$ cat config.mk
export PLATFORM = sky130hd
export DESIGN_NAME = multicycle_control
export DESIGN_NICKNAME = d
export VERILOG_FILES = /design/src/rtl/multicycle_control.sv
export SDC_FILE = /design/constraint.sdc
export NUM_CORES = 1
export LEC_CHECK = 0
export ABC_AREA = 1
export CAP_MARGIN = 20
export CORE_MARGIN = 2
export CORE_UTILIZATION = 41
export CTS_CLUSTER_SIZE = 20
export DETAILED_ROUTE_END_ITERATION = 7
export PLACE_DENSITY = 0.7
export SYNTH_ARGS = -nofsm -noshare
export SYNTH_HDL_FRONTEND = slang
export SYNTH_SLANG_ARGS = --single-unit
$ cat constraint.sdc
create_clock -name clk -period 1.8 [get_ports clk]
set_input_delay 0.27 -clock clk [delete_from_list [all_inputs] [get_ports clk]]
set_output_delay 0.27 -clock clk [all_outputs]
set_load 0.01 [all_outputs]
$ cat src/rtl/multicycle_control.sv
// Multicycle CPU control unit: IDLE/FETCH/DECODE/EXEC/MEM/WB sequencer for
// ADD, NOR, LW, SW and BEQ. It times out memory waits, flags illegal opcodes
// and counts retired instructions.
//
// Ports
//   clk, reset_n      clock (rising edge), asynchronous active-low reset
//   start             begin fetch of the next instruction
//   opcode[OPW]       instruction opcode, sampled in DECODE
//   mem_ready         memory access complete (FETCH / MEM)
//   zero              ALU zero flag, used by BEQ in EXEC
//   pc_write ir_write mem_read mem_write reg_write reg_dst alu_src
//   branch_taken      datapath strobes
//   busy done         not idle / instruction completes this cycle
//   illegal timeout   sticky error flags, cleared when IDLE accepts start
//   alu_op[2]         00 add, 01 subtract, 10 nor
//   state[3]          current state code
//   retired[CNTW]     completed-instruction counter (wraps)
module multicycle_control #(
  parameter int unsigned    OPW    = 6,
  parameter logic [OPW-1:0] OP_ADD = 6'h00,
  parameter logic [OPW-1:0] OP_NOR = 6'h27,
  parameter logic [OPW-1:0] OP_LW  = 6'h23,
  parameter logic [OPW-1:0] OP_SW  = 6'h2B,
  parameter logic [OPW-1:0] OP_BEQ = 6'h04,
  parameter int unsigned    TMO    = 15,
  parameter int unsigned    CNTW   = 16
) (
  input  logic            clk,
  input  logic            reset_n,
  input  logic            start,
  input  logic [OPW-1:0]  opcode,
  input  logic            mem_ready,
  input  logic            zero,
  output logic            pc_write,
  output logic            ir_write,
  output logic            mem_read,
  output logic            mem_write,
  output logic            reg_write,
  output logic            reg_dst,
  output logic            alu_src,
  output logic            branch_taken,
  output logic            busy,
  output logic            done,
  output logic            illegal,
  output logic            timeout,
  output logic [1:0]      alu_op,
  output logic [2:0]      state,
  output logic [CNTW-1:0] retired
);

  typedef enum logic [2:0] {
    S_IDLE   = 3'd0,
    S_FETCH  = 3'd1,
    S_DECODE = 3'd2,
    S_EXEC   = 3'd3,
    S_MEM    = 3'd4,
    S_WB     = 3'd5
  } state_t;

  state_t          r_state;
  state_t          w_next;
  logic [OPW-1:0]  r_op;
  logic [7:0]      r_wait;
  logic            r_illegal;
  logic            r_timeout;
  logic [CNTW-1:0] r_retired;

  logic w_add, w_nor, w_lw, w_sw, w_beq;
  logic w_legal, w_wait_exp, w_set_ill, w_set_tmo;

  assign w_add = (r_op == OP_ADD);
  assign w_nor = (r_op == OP_NOR);
  assign w_lw  = (r_op == OP_LW);
  assign w_sw  = (r_op == OP_SW);
  assign w_beq = (r_op == OP_BEQ);

  assign w_legal = (opcode == OP_ADD) || (opcode == OP_NOR) || (opcode == OP_LW) ||
                   (opcode == OP_SW)  || (opcode == OP_BEQ);

  // Counter holds the number of wait cycles already spent; this cycle is
  // wait cycle r_wait+1, so it is the last allowed one at TMO-1.
  assign w_wait_exp = !mem_ready && (r_wait == 8'(TMO - 1));

  // State register
  always_ff @(posedge clk or negedge reset_n) begin
    if (!reset_n) r_state <= S_IDLE;
    else          r_state <= w_next;
  end

  // Next-state logic
  always_comb begin
    w_next    = r_state;
    w_set_ill = 1'b0;
    w_set_tmo = 1'b0;
    case (r_state)
      S_IDLE: if (start) w_next = S_FETCH;
      S_FETCH: begin
        if (mem_ready) w_next = S_DECODE;
        else if (w_wait_exp) begin
          w_next    = S_IDLE;
          w_set_tmo = 1'b1;
        end
      end
      S_DECODE: begin
        if (w_legal) w_next = S_EXEC;
        else begin
          w_next    = S_IDLE;
          w_set_ill = 1'b1;
        end
      end
      S_EXEC: begin
        if (w_beq) begin
          if (start) w_next = S_FETCH;
          else       w_next = S_IDLE;
        end else if (w_lw || w_sw) w_next = S_MEM;
        else                       w_next = S_WB;
      end
      S_MEM: begin
        if (mem_ready) begin
          if (w_lw)       w_next = S_WB;
          else if (start) w_next = S_FETCH;
          else            w_next = S_IDLE;
        end else if (w_wait_exp) begin
          w_next    = S_IDLE;
          w_set_tmo = 1'b1;
        end
      end
      S_WB: begin
        if (start) w_next = S_FETCH;
        else       w_next = S_IDLE;
      end
      default: w_next = S_IDLE;
    endcase
  end

  // Op register, wait counter, sticky flags, retired counter
  always_ff @(posedge clk or negedge reset_n) begin
    if (!reset_n) begin
      r_op      <= '0;
      r_wait    <= '0;
      r_illegal <= 1'b0;
      r_timeout <= 1'b0;
      r_retired <= '0;
    end else begin
      if (r_state == S_DECODE) r_op <= opcode;
      // Staying in a wait state means mem_ready was low; any entry clears it.
      if ((r_state == S_FETCH || r_state == S_MEM) && (w_next == r_state))
        r_wait <= r_wait + 8'd1;
      else
        r_wait <= '0;
      if (r_state == S_IDLE && start) begin
        r_illegal <= 1'b0;
        r_timeout <= 1'b0;
      end else begin
        if (w_set_ill) r_illegal <= 1'b1;
        if (w_set_tmo) r_timeout <= 1'b1;
      end
      if (done) r_retired <= r_retired + CNTW'(1);
    end
  end

  // Output decode. Only the FETCH write strobes and the SW completion are
  // qualified by mem_ready, and the BEQ branch strobes by zero.
  always_comb begin
    pc_write     = 1'b0;
    ir_write     = 1'b0;
    mem_read     = 1'b0;
    mem_write    = 1'b0;
    reg_write    = 1'b0;
    reg_dst      = 1'b0;
    alu_src      = 1'b0;
    branch_taken = 1'b0;
    done         = 1'b0;
    alu_op       = 2'b00;
    busy         = (r_state != S_IDLE);
    case (r_state)
      S_FETCH: begin
        mem_read = 1'b1;
        ir_write = mem_ready;
        pc_write = mem_ready;
      end
      S_EXEC: begin
        if (w_beq) begin
          alu_op       = 2'b01;
          branch_taken = zero;
          pc_write     = zero;
          done         = 1'b1;
        end else if (w_nor) begin
          alu_op = 2'b10;
        end else if (w_lw || w_sw) begin
          alu_src = 1'b1;
        end
      end
      S_MEM: begin
        mem_read  = w_lw;
        mem_write = w_sw;
        done      = w_sw && mem_ready;
      end
      S_WB: begin
        reg_write = 1'b1;
        reg_dst   = w_add || w_nor;
        done      = 1'b1;
      end
      default: ;
    endcase
  end

  assign illegal = r_illegal;
  assign timeout = r_timeout;
  assign state   = r_state;
  assign retired = r_retired;

endmodule

==> results.ini <==
[setup_path]
kind_of_critical_path = register to primary output
worst_setup_path_endpoint = done
r2r_slack_ns = 0.06
timing.critical_path.arrival_ns = 1.55
r2r_start = state[1]
critical_path.n_buffers_inverters = 2
critPathMaxStageDelay_ns = 0.43
crit_family = simple AND/OR/NAND/NOR gates
required_ns = 1.53
worst-path-stages = 7
timing.critical_path.cells = buf_6 > nor3_4 > nand2_2 > nor2_4 > nand2_2 > nand2_4 > buf_6
timing.critical_path.from_type = register
worstRegToRegCells = 10
worstReg2RegEnd = retired[9]
cp_slowest_cell = dfrtp_2
timing.critical_path.fanout_max = 3
setup.worst_path.end_class = primary output
worstSetupStartpoint = state[1]

[global_routing]
track_usage_pct = 19.44
overflow = 0
grt_max_degree = 36
globalRouteMet2Util_pct = 32.62
met3_usage_pct = 4.306
first_global_vias = 1768
antenna_violations_before_repair = 0
grt_pass1_wl_mm = 7.935
grtUsageMet1_pct = 25.18
globalRoute.busiestLayer = met2

[power_and_ir_drop]
power_switching_share_pct = 36.94
total_power_mw = 3.426
power_frac_clock_pct = 21.6
power.share.combinational_pct = 45.5
share_seq_of_total_power_pct = 32.9
max-vdd-ir-drop_v = 0.001061
power.static_leakage_nw = 1.402
p_int_mw = 2.161
power.density_nw_per_um2 = 1167
p_switching_mw = 1.266

[floorplanning]
dieHeight_um = 72.51
rows = 24
design.die.area_um2 = 5258
num_io_pins = 44
fp.coreArea_um2 = 4444
die-width_um = 72.51
effective_utilization_at_floorplan_pct = 43.30

[synthesis]
ys_ff_latch = 35
ys.flop_type = dfrtp_1
async_flop_share_pct = 100.0
synthesis.yosys.warnings = 0
yosysUniqueCellTypes = 27
synth_area_um2 = 1924
synthDominantCellAreaShare_pct = 45.51
synthTopCellsByArea = dfrtp_1 46%, nand2_1 9.8%, inv_1 6.4%
mappedNetlistNets = 250
synth_edf_count = 0
synth_top_cell_by_area = dfrtp_1
synthMostInstantiatedCell = nand2_1
avgSynthCellArea_um2 = 8.154
synthCells = 236
synth_seq_area_share_pct = 45.51
netlist_top_cells_count = 50 x nand2_1, 35 x dfrtp_1, 33 x inv_1, 29 x nor2_1, 17 x nand3_1

[outcome]
failed_checks = setup timing
outcome = complete, but fails checks

[final_layout]
layout-drive-gt1-share_pct = 31.90
seq_area_um2 = 878.3
n_antenna_cell = 0
finish.utilization_pct = 66.05
fin_nets = 339
multi_input_area_um2 = 1028
nFillCells = 387
layout-area-overhead-vs-synth_pct = 52.54

[hold_path]
timing.hold.worst.class = input pin to async pin

[route]
wl_per_cell_um = 12.94
routed-via-count = 1837
detail_route.iter0.violations = 97
detail_route.vias_per_cell = 4.860
detail_route.drc_violations = 0
detail-route-antenna-nets = 0
total_routed_length_mm = 4.893
drt_first_pass_iters = 5

[flow_run]
drv.max_cap_violation_count = 0

[clock_network]
clock_transition_at_path_regs_ns = 0.07
clk-insertion-delay-late_ns = 0.29
numCtsBuffers = 5
clockBufferDepth = 2
cts_num_sinks = 35
htree_levels = 2
tritoncts = done
cts_hold_repair.buffers = 0
cts_root_buf = clkbuf_8

[sta]
hold_viol_final = 0
unrepaired_setup_endpoints_after_global_routing = true
worst_hold_slack_ns = 0.3907
finalCritPeriodShare_pct = 101.3
final-setup-viol-count = 1
tightestPinTransition_ns = 0.4462
max_freq_mhz = 548.7
post-route-worst-setup-slack_ns = -0.02255
tns_ns = -0.02255
finalCriticalPeriod_ns = 1.823
finalMaxSlewViolations = 0
worst_slew_margin_rel_pct = 70.25
skew_ns = 0.006855

[placed_design]
port_buffers = 43
pre_cts_ws_ns = -0.1546
dpl.hpwl_mm = 3.336
globalplace.congestion = 0.8386

-- cells in the final DEF, fill, tap and decap left out, types with 6 or more instances in the layout --
cell type / Yosys / final
nand3_1: 17 / 11
o21ai_0: 11 / 8
dfrtp_1: 35 / 33
buf_4: 1 / 40
nor2_2: 5 / 10
inv_2: 1 / 6
xor2_1: 14 / 13
nand2_2: 2 / 7
nand2_1: 50 / 45
nor2_1: 29 / 18
nand3_2: 2 / 6
nor3_1: 6 / 6
nor2_4: 1 / 7
clkbuf_8: 0 / 6
inv_1: 33 / 28
clkdlybuf4s50_1: 0 / 31
-- worst min path at each step --
| stage | from | to | slack, ns | cells past startpoint |
|---|---|---|---|---|
| global route | reset_n | retired[5] | 0.42 | 2 |
| global placement | r_wait[0] | r_wait[0] | 0.47 | 1 |
| CTS | reset_n | r_wait[3] | 0.40 | 2 |
| finish | reset_n | retired[5] | 0.39 | 2 |
| floorplan | reset_n | illegal | -0.03 | 0 |
| detailed placement | r_wait[0] | r_wait[0] | 0.48 | 1 |
-- power groups by stage --
stage | logic, mW | registers, mW | clock network [mW]
final | 1.56 | 1.13 | 0.740
after floorplan | 0.571 | 1.13 | 0
after CTS | 1.32 | 1.09 | 0.762
after global placement | 1.23 | 1.09 | 0
after global routing | 1.70 | 1.15 | 0.794
after detailed placement | 1.25 | 1.10 | 0
-- through the flow --
| step | cells | area (um^2) |
|---|---|---|
| global placement | 356 | 2604 |
| finish | 378 | 2935 |
| CTS | 368 | 2763 |
| global route | 378 | 2935 |
| detailed placement | 356 | 2604 |
| floorplan | 236 | 1924 |
-- cell families after synthesis --
kind of cell / synth area share [%]
xor gates and xnor gates: 8.648
and+or+nand+nor: 31.53
buffers and inverters: 7.607
AOI/OAI and AO/OA: 4.746
DFF: 45.51
adders and majority gates: 1.951
-- layer usage --
metal	vias to the layer above	routed length, um
met4	0	75
li1	923	-
met1	854	2182
met2	50	2409
met5	-	0
met3	10	225
-- sequential cells by signal (all words and copies together) (netlist names) --
signal   count
state        3
r_wait       8
retired     16
timeout      1
illegal      1
r_op         6
-- worst reg2reg max path, stage by stage (launching register included) --
cell and delay (ns):
dfrtp_2 0.43, buf_6 0.13, nor3_4 0.21, nand2_2 0.09
nor2_4 0.12, nand2_2 0.09, nand2_4 0.09, buf_12 0.13
nand3_4 0.10, nor2_4 0.10, xor2_1 0.17
-- timing repair --
item | in CTS | in global routing
pin swaps | 4 | 14
gates resized for setup | 39 | 42
setup endpoints to repair | 17 | 22
setup buffers | 4 | 10
cloned | 0 | 0
-- final cells by class --
| cell class | count | area share [%] |
|---|---|---|
| multi-input combinational | 165 | 35.04 |
| clock buffer | 6 | 2.813 |
| tap | 52 | 2.217 |
| sequential | 35 | 29.92 |
| timing repair buffer | 84 | 24.47 |
| clock inverter | 2 | 1.194 |
| inverter | 34 | 4.348 |
Power figures use the tool's default switching activity.
